$ cat config.mk
export PLATFORM = sky130hd
export DESIGN_NAME = decode_stage_flat
export DESIGN_NICKNAME = d
export VERILOG_FILES = /design/src/rtl/decode_stage_if.sv /design/src/rtl/decode_stage.sv /design/src/flat_wrapper.sv
export SDC_FILE = /design/constraint.sdc
export NUM_CORES = 1
export LEC_CHECK = 0
export BUFFER_PORTS_ARGS = -buffer_cell sky130_fd_sc_hd__buf_4
export CAP_MARGIN = 25
export CORE_MARGIN = 2
export CORE_UTILIZATION = 60
export DETAILED_ROUTE_END_ITERATION = 10
export GPL_TIMING_DRIVEN = 0
export MAX_ROUTING_LAYER = met4
export PLACE_DENSITY = 0.86
export SETUP_SLACK_MARGIN = 0.2
export SYNTH_ARGS = -nofsm -noshare
export SYNTH_HDL_FRONTEND = slang
export SYNTH_SLANG_ARGS = --single-unit
$ cat constraint.sdc
create_clock -name clk -period 8.4 [get_ports clk]
set_clock_uncertainty 0.1 [all_clocks]
set_input_delay 0 -clock clk [delete_from_list [all_inputs] [get_ports clk]]
set_output_delay 0 -clock clk [all_outputs]
set_load 0.01 [all_outputs]
$ cat src/rtl/decode_stage_if.sv
// Handshake bundle between fetch, the decode stage and execute.
// The slave modport is the decode stage; the master drives fetch-side inputs and out_ready.
interface decode_stage_if #(
  parameter int XLEN = 32
);
  logic            flush;
  logic            in_valid;
  logic            in_ready;
  logic [31:0]     in_inst;
  logic [XLEN-1:0] in_pc;
  logic            out_valid;
  logic            out_ready;
  logic [XLEN-1:0] out_pc;
  logic [4:0]      out_rs1;
  logic [4:0]      out_rs2;
  logic [4:0]      out_rd;
  logic [2:0]      out_funct3;
  logic            out_funct7_b5;
  logic [XLEN-1:0] out_imm;
  logic [9:0]      out_c_bus;
  logic            out_illegal;

  modport master (
    output flush, in_valid, in_inst, in_pc, out_ready,
    input  in_ready, out_valid, out_pc, out_rs1, out_rs2, out_rd,
           out_funct3, out_funct7_b5, out_imm, out_c_bus, out_illegal
  );

  modport slave (
    input  flush, in_valid, in_inst, in_pc, out_ready,
    output in_ready, out_valid, out_pc, out_rs1, out_rs2, out_rd,
           out_funct3, out_funct7_b5, out_imm, out_c_bus, out_illegal
  );
endinterface

$ cat src/rtl/decode_stage.sv
// RV32I/RV64I decode stage: combinational decode captured into an output register,
// backed by a skid register so a single stall never bubbles the input side.
module decode_stage #(
  parameter int XLEN         = 32,
  parameter bit ALLOW_SYSTEM = 1'b1
) (
  input logic          clk,
  input logic          rst,
  decode_stage_if.slave bus
);
  // state | meaning
  // EMPTY | OUT and SKID empty; out_valid=0, in_ready=1
  // ONE   | OUT holds a bundle, SKID empty; out_valid=1, in_ready=1
  // FULL  | OUT and SKID both hold bundles; out_valid=1, in_ready=0
  typedef enum logic [1:0] {
    S_EMPTY = 2'd0,
    S_ONE   = 2'd1,
    S_FULL  = 2'd2
  } state_t;

  typedef struct packed {
    logic [XLEN-1:0] pc;
    logic [4:0]      rs1;
    logic [4:0]      rs2;
    logic [4:0]      rd;
    logic [2:0]      funct3;
    logic            funct7_b5;
    logic [XLEN-1:0] imm;
    logic [9:0]      c_bus;
    logic            illegal;
  } bundle_t;

  localparam logic [6:0] OPC_LOAD    = 7'b0000011;
  localparam logic [6:0] OPC_FENCE   = 7'b0001111;
  localparam logic [6:0] OPC_ARITH_I = 7'b0010011;
  localparam logic [6:0] OPC_AUIPC   = 7'b0010111;
  localparam logic [6:0] OPC_STORE   = 7'b0100011;
  localparam logic [6:0] OPC_ARITH   = 7'b0110011;
  localparam logic [6:0] OPC_LUI     = 7'b0110111;
  localparam logic [6:0] OPC_BRANCH  = 7'b1100011;
  localparam logic [6:0] OPC_JALR    = 7'b1100111;
  localparam logic [6:0] OPC_JAL     = 7'b1101111;
  localparam logic [6:0] OPC_SYSTEM  = 7'b1110011;

  localparam int CB_PC_SRC    = 0;
  localparam int CB_MEM_WE    = 1;
  localparam int CB_ALU_A_PC  = 2;
  localparam int CB_ALU_B_IMM = 3;
  localparam int CB_WB_EN     = 4;
  localparam int CB_WB_SRC_LO = 5;
  localparam int CB_WB_SRC_HI = 6;
  localparam int CB_MEM_RE    = 7;
  localparam int CB_IS_BRANCH = 8;
  localparam int CB_IS_JALR   = 9;

  localparam logic [1:0] WB_ALU  = 2'b00;
  localparam logic [1:0] WB_PC4  = 2'b01;
  localparam logic [1:0] WB_DMEM = 2'b10;
  localparam logic [1:0] WB_IMM  = 2'b11;

  logic [31:0]     w_inst;
  logic [6:0]      w_opc;
  logic            w_rd_nz;
  logic [31:0]     w_imm_i;
  logic [31:0]     w_imm_s;
  logic [31:0]     w_imm_b;
  logic [31:0]     w_imm_u;
  logic [31:0]     w_imm_j;
  logic [31:0]     w_imm32;
  logic [XLEN-1:0] w_imm_ext;
  logic [9:0]      w_c_bus;
  logic            w_illegal;
  bundle_t         w_dec;

  state_t          r_state;
  state_t          w_state_nxt;
  logic            r_in_ready;
  logic            r_out_valid;
  bundle_t         r_out;
  bundle_t         r_skid;
  logic            w_accept;
  logic            w_load_out;
  logic            w_load_skid;
  logic            w_skid_to_out;

  assign w_inst  = bus.in_inst;
  assign w_opc   = w_inst[6:0];
  assign w_rd_nz = |w_inst[11:7];

  assign w_imm_i = {{20{w_inst[31]}}, w_inst[31:20]};
  assign w_imm_s = {{20{w_inst[31]}}, w_inst[31:25], w_inst[11:7]};
  assign w_imm_b = {{19{w_inst[31]}}, w_inst[31], w_inst[7], w_inst[30:25], w_inst[11:8], 1'b0};
  assign w_imm_u = {w_inst[31:12], 12'b0};
  assign w_imm_j = {{11{w_inst[31]}}, w_inst[31], w_inst[19:12], w_inst[20], w_inst[30:21], 1'b0};

  // Illegal encodings fall through with immediate and control bus left at zero.
  always_comb begin
    w_imm32   = '0;
    w_c_bus   = '0;
    w_illegal = 1'b0;
    if (w_inst[1:0] != 2'b11) begin
      w_illegal = 1'b1;
    end else begin
      case (w_opc)
        OPC_LOAD: begin
          w_imm32                             = w_imm_i;
          w_c_bus[CB_ALU_B_IMM]               = 1'b1;
          w_c_bus[CB_WB_EN]                   = w_rd_nz;
          w_c_bus[CB_WB_SRC_HI:CB_WB_SRC_LO]  = WB_DMEM;
          w_c_bus[CB_MEM_RE]                  = 1'b1;
        end
        OPC_STORE: begin
          w_imm32                             = w_imm_s;
          w_c_bus[CB_MEM_WE]                  = 1'b1;
          w_c_bus[CB_ALU_B_IMM]               = 1'b1;
        end
        OPC_BRANCH: begin
          w_imm32                             = w_imm_b;
          w_c_bus[CB_PC_SRC]                  = 1'b1;
          w_c_bus[CB_IS_BRANCH]               = 1'b1;
        end
        OPC_JALR: begin
          w_imm32                             = w_imm_i;
          w_c_bus[CB_PC_SRC]                  = 1'b1;
          w_c_bus[CB_ALU_A_PC]                = 1'b1;
          w_c_bus[CB_WB_EN]                   = w_rd_nz;
          w_c_bus[CB_WB_SRC_HI:CB_WB_SRC_LO]  = WB_PC4;
          w_c_bus[CB_IS_JALR]                 = 1'b1;
        end
        OPC_JAL: begin
          w_imm32                             = w_imm_j;
          w_c_bus[CB_PC_SRC]                  = 1'b1;
          w_c_bus[CB_ALU_A_PC]                = 1'b1;
          w_c_bus[CB_WB_EN]                   = w_rd_nz;
          w_c_bus[CB_WB_SRC_HI:CB_WB_SRC_LO]  = WB_PC4;
        end
        OPC_ARITH_I: begin
          w_imm32                             = w_imm_i;
          w_c_bus[CB_ALU_B_IMM]               = 1'b1;
          w_c_bus[CB_WB_EN]                   = w_rd_nz;
          w_c_bus[CB_WB_SRC_HI:CB_WB_SRC_LO]  = WB_ALU;
        end
        OPC_ARITH: begin
          w_c_bus[CB_WB_EN]                   = w_rd_nz;
          w_c_bus[CB_WB_SRC_HI:CB_WB_SRC_LO]  = WB_ALU;
        end
        OPC_LUI: begin
          w_imm32                             = w_imm_u;
          w_c_bus[CB_WB_EN]                   = w_rd_nz;
          w_c_bus[CB_WB_SRC_HI:CB_WB_SRC_LO]  = WB_IMM;
        end
        OPC_AUIPC: begin
          w_imm32                             = w_imm_u;
          w_c_bus[CB_ALU_A_PC]                = 1'b1;
          w_c_bus[CB_ALU_B_IMM]               = 1'b1;
          w_c_bus[CB_WB_EN]                   = w_rd_nz;
          w_c_bus[CB_WB_SRC_HI:CB_WB_SRC_LO]  = WB_ALU;
        end
        OPC_FENCE, OPC_SYSTEM: begin
          w_illegal = !ALLOW_SYSTEM;
        end
        default: begin
          w_illegal = 1'b1;
        end
      endcase
    end
  end

  generate
    if (XLEN > 32) begin : g_imm_wide
      assign w_imm_ext = {{(XLEN-32){w_imm32[31]}}, w_imm32};
    end else begin : g_imm_narrow
      assign w_imm_ext = w_imm32[XLEN-1:0];
    end
  endgenerate

  always_comb begin
    w_dec           = '0;
    w_dec.pc        = bus.in_pc;
    w_dec.rs1       = w_inst[19:15];
    w_dec.rs2       = w_inst[24:20];
    w_dec.rd        = w_inst[11:7];
    w_dec.funct3    = w_inst[14:12];
    w_dec.funct7_b5 = w_inst[30];
    w_dec.imm       = w_imm_ext;
    w_dec.c_bus     = w_c_bus;
    w_dec.illegal   = w_illegal;
  end

  // Flush wins over any transfer, so the acceptance term excludes it up front.
  assign w_accept = bus.in_valid && r_in_ready && !bus.flush;

  always_comb begin
    w_state_nxt   = r_state;
    w_load_out    = 1'b0;
    w_load_skid   = 1'b0;
    w_skid_to_out = 1'b0;
    if (bus.flush) begin
      w_state_nxt = S_EMPTY;
    end else begin
      case (r_state)
        S_EMPTY: begin
          if (w_accept) begin
            w_state_nxt = S_ONE;
            w_load_out  = 1'b1;
          end
        end
        S_ONE: begin
          if (w_accept && bus.out_ready) begin
            w_load_out  = 1'b1;
          end else if (w_accept) begin
            w_state_nxt = S_FULL;
            w_load_skid = 1'b1;
          end else if (bus.out_ready) begin
            w_state_nxt = S_EMPTY;
          end
        end
        S_FULL: begin
          if (bus.out_ready) begin
            w_state_nxt   = S_ONE;
            w_skid_to_out = 1'b1;
          end
        end
        default: begin
          w_state_nxt = S_EMPTY;
        end
      endcase
    end
  end

  // r_in_ready mirrors "SKID empty" and r_out_valid mirrors "OUT valid", both
  // registered so neither has a combinational path from out_ready.
  always_ff @(posedge clk or posedge rst) begin
    if (rst) begin
      r_state     <= S_EMPTY;
      r_in_ready  <= 1'b1;
      r_out_valid <= 1'b0;
      r_out       <= '0;
      r_skid      <= '0;
    end else begin
      r_state     <= w_state_nxt;
      r_in_ready  <= (w_state_nxt != S_FULL);
      r_out_valid <= (w_state_nxt != S_EMPTY);
      if (w_load_out) begin
        r_out <= w_dec;
      end else if (w_skid_to_out) begin
        r_out <= r_skid;
      end
      if (w_load_skid) begin
        r_skid <= w_dec;
      end
    end
  end

  assign bus.in_ready      = r_in_ready;
  assign bus.out_valid     = r_out_valid;
  assign bus.out_pc        = r_out.pc;
  assign bus.out_rs1       = r_out.rs1;
  assign bus.out_rs2       = r_out.rs2;
  assign bus.out_rd        = r_out.rd;
  assign bus.out_funct3    = r_out.funct3;
  assign bus.out_funct7_b5 = r_out.funct7_b5;
  assign bus.out_imm       = r_out.imm;
  assign bus.out_c_bus     = r_out.c_bus;
  assign bus.out_illegal   = r_out.illegal;

endmodule

$ cat src/flat_wrapper.sv
// flat-port wrapper written by rule: the top's interface ports become plain ports
module decode_stage_flat 
#(
  parameter int XLEN         = 32,
  parameter bit ALLOW_SYSTEM = 1'b1
)
  (clk, rst, bus_flush, bus_in_valid, bus_in_inst, bus_in_pc, bus_out_ready, bus_in_ready, bus_out_valid, bus_out_pc, bus_out_rs1, bus_out_rs2, bus_out_rd, bus_out_funct3, bus_out_funct7_b5, bus_out_imm, bus_out_c_bus, bus_out_illegal);
  decode_stage_if #(.XLEN(XLEN)) bus_i ();
  input logic clk;
  input logic rst;
  input wire logic [$bits(bus_i.flush)-1:0] bus_flush;
  input wire logic [$bits(bus_i.in_valid)-1:0] bus_in_valid;
  input wire logic [$bits(bus_i.in_inst)-1:0] bus_in_inst;
  input wire logic [$bits(bus_i.in_pc)-1:0] bus_in_pc;
  input wire logic [$bits(bus_i.out_ready)-1:0] bus_out_ready;
  output wire logic [$bits(bus_i.in_ready)-1:0] bus_in_ready;
  output wire logic [$bits(bus_i.out_valid)-1:0] bus_out_valid;
  output wire logic [$bits(bus_i.out_pc)-1:0] bus_out_pc;
  output wire logic [$bits(bus_i.out_rs1)-1:0] bus_out_rs1;
  output wire logic [$bits(bus_i.out_rs2)-1:0] bus_out_rs2;
  output wire logic [$bits(bus_i.out_rd)-1:0] bus_out_rd;
  output wire logic [$bits(bus_i.out_funct3)-1:0] bus_out_funct3;
  output wire logic [$bits(bus_i.out_funct7_b5)-1:0] bus_out_funct7_b5;
  output wire logic [$bits(bus_i.out_imm)-1:0] bus_out_imm;
  output wire logic [$bits(bus_i.out_c_bus)-1:0] bus_out_c_bus;
  output wire logic [$bits(bus_i.out_illegal)-1:0] bus_out_illegal;
  assign bus_i.flush = bus_flush;
  assign bus_i.in_valid = bus_in_valid;
  assign bus_i.in_inst = bus_in_inst;
  assign bus_i.in_pc = bus_in_pc;
  assign bus_i.out_ready = bus_out_ready;
  assign bus_in_ready = bus_i.in_ready;
  assign bus_out_valid = bus_i.out_valid;
  assign bus_out_pc = bus_i.out_pc;
  assign bus_out_rs1 = bus_i.out_rs1;
  assign bus_out_rs2 = bus_i.out_rs2;
  assign bus_out_rd = bus_i.out_rd;
  assign bus_out_funct3 = bus_i.out_funct3;
  assign bus_out_funct7_b5 = bus_i.out_funct7_b5;
  assign bus_out_imm = bus_i.out_imm;
  assign bus_out_c_bus = bus_i.out_c_bus;
  assign bus_out_illegal = bus_i.out_illegal;
  decode_stage #(.XLEN(XLEN), .ALLOW_SYSTEM(ALLOW_SYSTEM)) u_core (.clk(clk), .rst(rst), .bus(bus_i));
endmodule
==> metrics.md <==
| Metric | Value |
|---|---|
| Syn_nets | `969` |
| Worst EP arrival | `2.49 ns` |
| Post-Layout Cell Count | `1343` |
| All-Layer GR Usage | `37.96%` |
| Fin. max-slew vios | `0` |
| Synth Flop Type | `dfrtp_1` |
| Drt total wl | `26860 µm` |
| Initial DRC Count | `998` |
| Syn Inst Count | `900` |
| Total CTS buffers | `17` |
| Clk_lat worst skew | `0.44 ns` |
| Placed instance count | `1245` |
| Max Cap Viol | `0` |
| R2R cell count | `6` |
| Final min period | `2.221 ns` |
| Post-DP HPWL | `17070 µm` |
| Fmax | `450.3 MHz` |
| Cell at the root of the clock tree | `clkbuf_16` |
| Via count | `8228` |
| Wire length of the first global-routing pass | `42210 µm` |
| Clock Tree Buf Depth | `2` |
| Die Height | `123.4 µm` |
| Row cnt | `43` |
| Power Dens Cells | `211.2 mW/mm²` |
| Ys Warns | `0` |
| Crit path depth | `7` |
| # H-tree levels | `4` |
| Final core utilization | `81.23%` |
| # resized after CTS | `0` |
| Pre-antenna DRT Iters | `8` |
| Diode count | `0` |
| Post-Place Setup Slack | `6.380 ns` |
| Routed WL per cell | `20.00 µm` |
| Layout fillers | `821` |
| Mapped Area | `0.008547 mm²` |
| Commonest cells post-synth | `309 x nand2_1, 191 x dfrtp_1, 52 x nand3_1` |
| Synth top area cells | `dfrtp_1 56%, nand2_1 14%, a22oi_1 3.2%, nand3_1 3.0%, a221o_1 2.1%` |
| Async set-reset flop share out of synthesis | `100.0%` |
| Top cell family by delay on the critical path | `buffers and inverters` |
| Count of state elements after synthesis | `192` |
| VDD IR max | `0.1557 mV` |
| CP most frequent cell | `dlygate4sd3_1` |
| Clock-pin slew on the worst setup and hold paths | `0.07 ns` |
| Relative slew slack | `56.91%` |
| Ports | `165` |
| Static leakage | `5.696 nW` |
| Count leader, synth | `nand2_1` |
| Fin. Hold Viols | `0` |
| Startpoint Class | `input port` |
| Yosys top cell by area | `dfrtp_1` |
| Die width | `123.4 µm` |
| CP Cell Sequence | `dlygate4sd3_1, buf_4, nand4b_4, dlygate4sd3_1, nor3_2, o211a_1, a221o_1` |
| # DRC | `0` |
| Pin count of the biggest net entering global routing | `123` |
| Post-synth cell types | `65` |
| Outcome | `finished, final reports clean` |
| Register area share after synthesis | `56.23%` |
| Count of input and output buffers | `164` |
| Worst slew pin tran | `0.6463 ns` |
| Met3 wire len | `2437 µm` |
| Share of the synthesized area in the top cell type | `55.92%` |
| Number of global-route vias before repair | `8055` |
| Final period utilization | `26.44%` |
| Crit-path max FO | `8` |
| RSZ-0062 raised after global routing | `no` |
| Post-synth EDFFs | `0` |
| CP Capture Type | `flop` |
| Delay of the slowest critical-path stage | `0.63 ns` |
| Slowest-stage cell, CP | `dlygate4sd3_1` |
| Wl on met1 | `10130 µm` |
| GP Congestion | `0.9501` |
| Mapped Avg Cell Area | `9.497 µm²` |
| CTS tree | `yes` |
| Worst Path Buf+Inv | `3` |
| Initial antenna violation count | `0` |
| Post-DRT Antenna Nets | `0` |
| Top sig layer | `met4` |
| Share of layout cells above drive strength 1 | `22.87%` |
| CTS sink cnt | `192` |
| Hold-critical path depth | `5` |
| Fin worst setup slack | `6.179 ns` |
| Final TNS setup | `0 ns` |
| Grt ovf | `0` |
| Via density per instance | `6.127` |
| Kind of critical path | `input port to flop` |
| Layout area overhead | `31.93%` |
| Starting Density | `61.57%` |
| WP data required | `8.67 ns` |
| Worst hold path class | `input port to flop` |
| Met2 Wirelength | `13280 µm` |
| Core Region | `0.01388 mm²` |
| Final Setup Violations | `0` |
| Final nets | `1220` |
| Die ar. | `0.01522 mm²` |
## where the power goes
part	switching [mW]	total [mW]	internal, mW
Combinational	0.225	0.421	0.196
Clock	0.360	0.797	0.437
Sequential	0.0918	1.16	1.07
## layout make-up
cell class / count / area, µm² / area share [%]
Clock buffer: 17 / 425.4 / 3.773
Tap cell: 180 / 225.2 / 1.997
Buffer: 66 / 360.3 / 3.196
Sequential cell: 192 / 4806 / 42.62
Inverter: 6 / 30.03 / 0.2663
Timing Repair Buffer: 232 / 1929 / 17.11
Multi-Input combinational cell: 636 / 3358 / 29.78
Clock inverter: 14 / 141.4 / 1.254
## timing repair
action	CTS	global route
hold buffers	67	0
endpoints found under the hold margin	246	0
buffers inserted	0	0
## cells by family after synthesis
family	after synthesis	synth area share (%)
mux	2	0.2635
compound gates	166	14.68
flops	192	56.23
simple gates	467	24.24
xor+xnor	1	0.1025
buf+inv	72	4.479
## stage by stage
stage	hold slack (ns)	area, µm²	power (mW)
after floorplan	-0.03359	8547	1.360
after detailed placement	-0.01550	10040	1.554
final	0.02073	11280	2.381
after global routing	0.04966	11280	2.472
after CTS	0.01256	11280	2.362
after global placement	0.09594	10000	1.530
## path summary, 6_finish.rpt
kind | start | endpoint | slack [ns]
max reg2reg | u_core.r_state[1]$_DFF_PP0_ | u_core.r_skid[79]$_DFFE_PP0P_ | 6.31
min in group asynchronous | rst | u_core.bus.out_pc[17]$_DFFE_PP0P_ | 0.05
max | bus_in_inst[4] | u_core.bus.out_imm[12]$_DFFE_PP0P_ | 6.18
max in group asynchronous | rst | u_core.bus.out_rd[2]$_DFFE_PP0P_ | 7.20
min | bus_in_valid | u_core.bus.out_valid$_DFF_PP0_ | 0.02
min reg2reg | u_core.r_skid[63]$_DFFE_PP0P_ | u_core.r_skid[63]$_DFFE_PP0P_ | 0.38
## cells in the final DEF, fill, tap and decap left out, types with 10 or more instances in the layout
cell / instances
a21o_1: 10
a21oi_1: 18
a221o_1: 18
a22oi_1: 37
a31oi_1: 21
buf_2: 32
buf_4: 170
clkbuf_1: 21
clkbuf_16: 17
dfrtp_1: 191
dlygate4sd3_1: 67
nand2_1: 309
nand3_1: 52
nand4_1: 11
nor2_1: 48
o21ai_0: 17
## flip-flops by register name (all words and copies together), names as in the netlist
name and cells:
u_core.r_skid 94, u_core.bus.in_ready 1, u_core.bus.out_c_bus 10, u_core.bus.out_funct3 3, u_core.bus.out_illegal 1, u_core.r_state 2
u_core.bus.out_rd 5, u_core.bus.out_rs1 5, u_core.bus.out_rs2 5, u_core.bus.out_imm 32, u_core.bus.out_pc 32, u_core.bus.out_funct7_b5 1
u_core.bus.out_valid 1
## tightest hold or removal path, cell delays in order
cell and delay (ns):
buf_4 0.08, nand2_1 0.06, xnor2_1 0.12, o21ai_0 0.11
o21ai_0 0.15
## routing by layer
| layer | track usage [%] | vias up |
|---|---|---|
| met1 | 48.29 | 4007 |
| li1 | - | 3599 |
| met2 | 59.79 | 530 |
| met3 | 7.334 | 92 |
| met4 | 16.55 | 0 |
| met5 | - | - |
(Power assumes the default switching activity.)
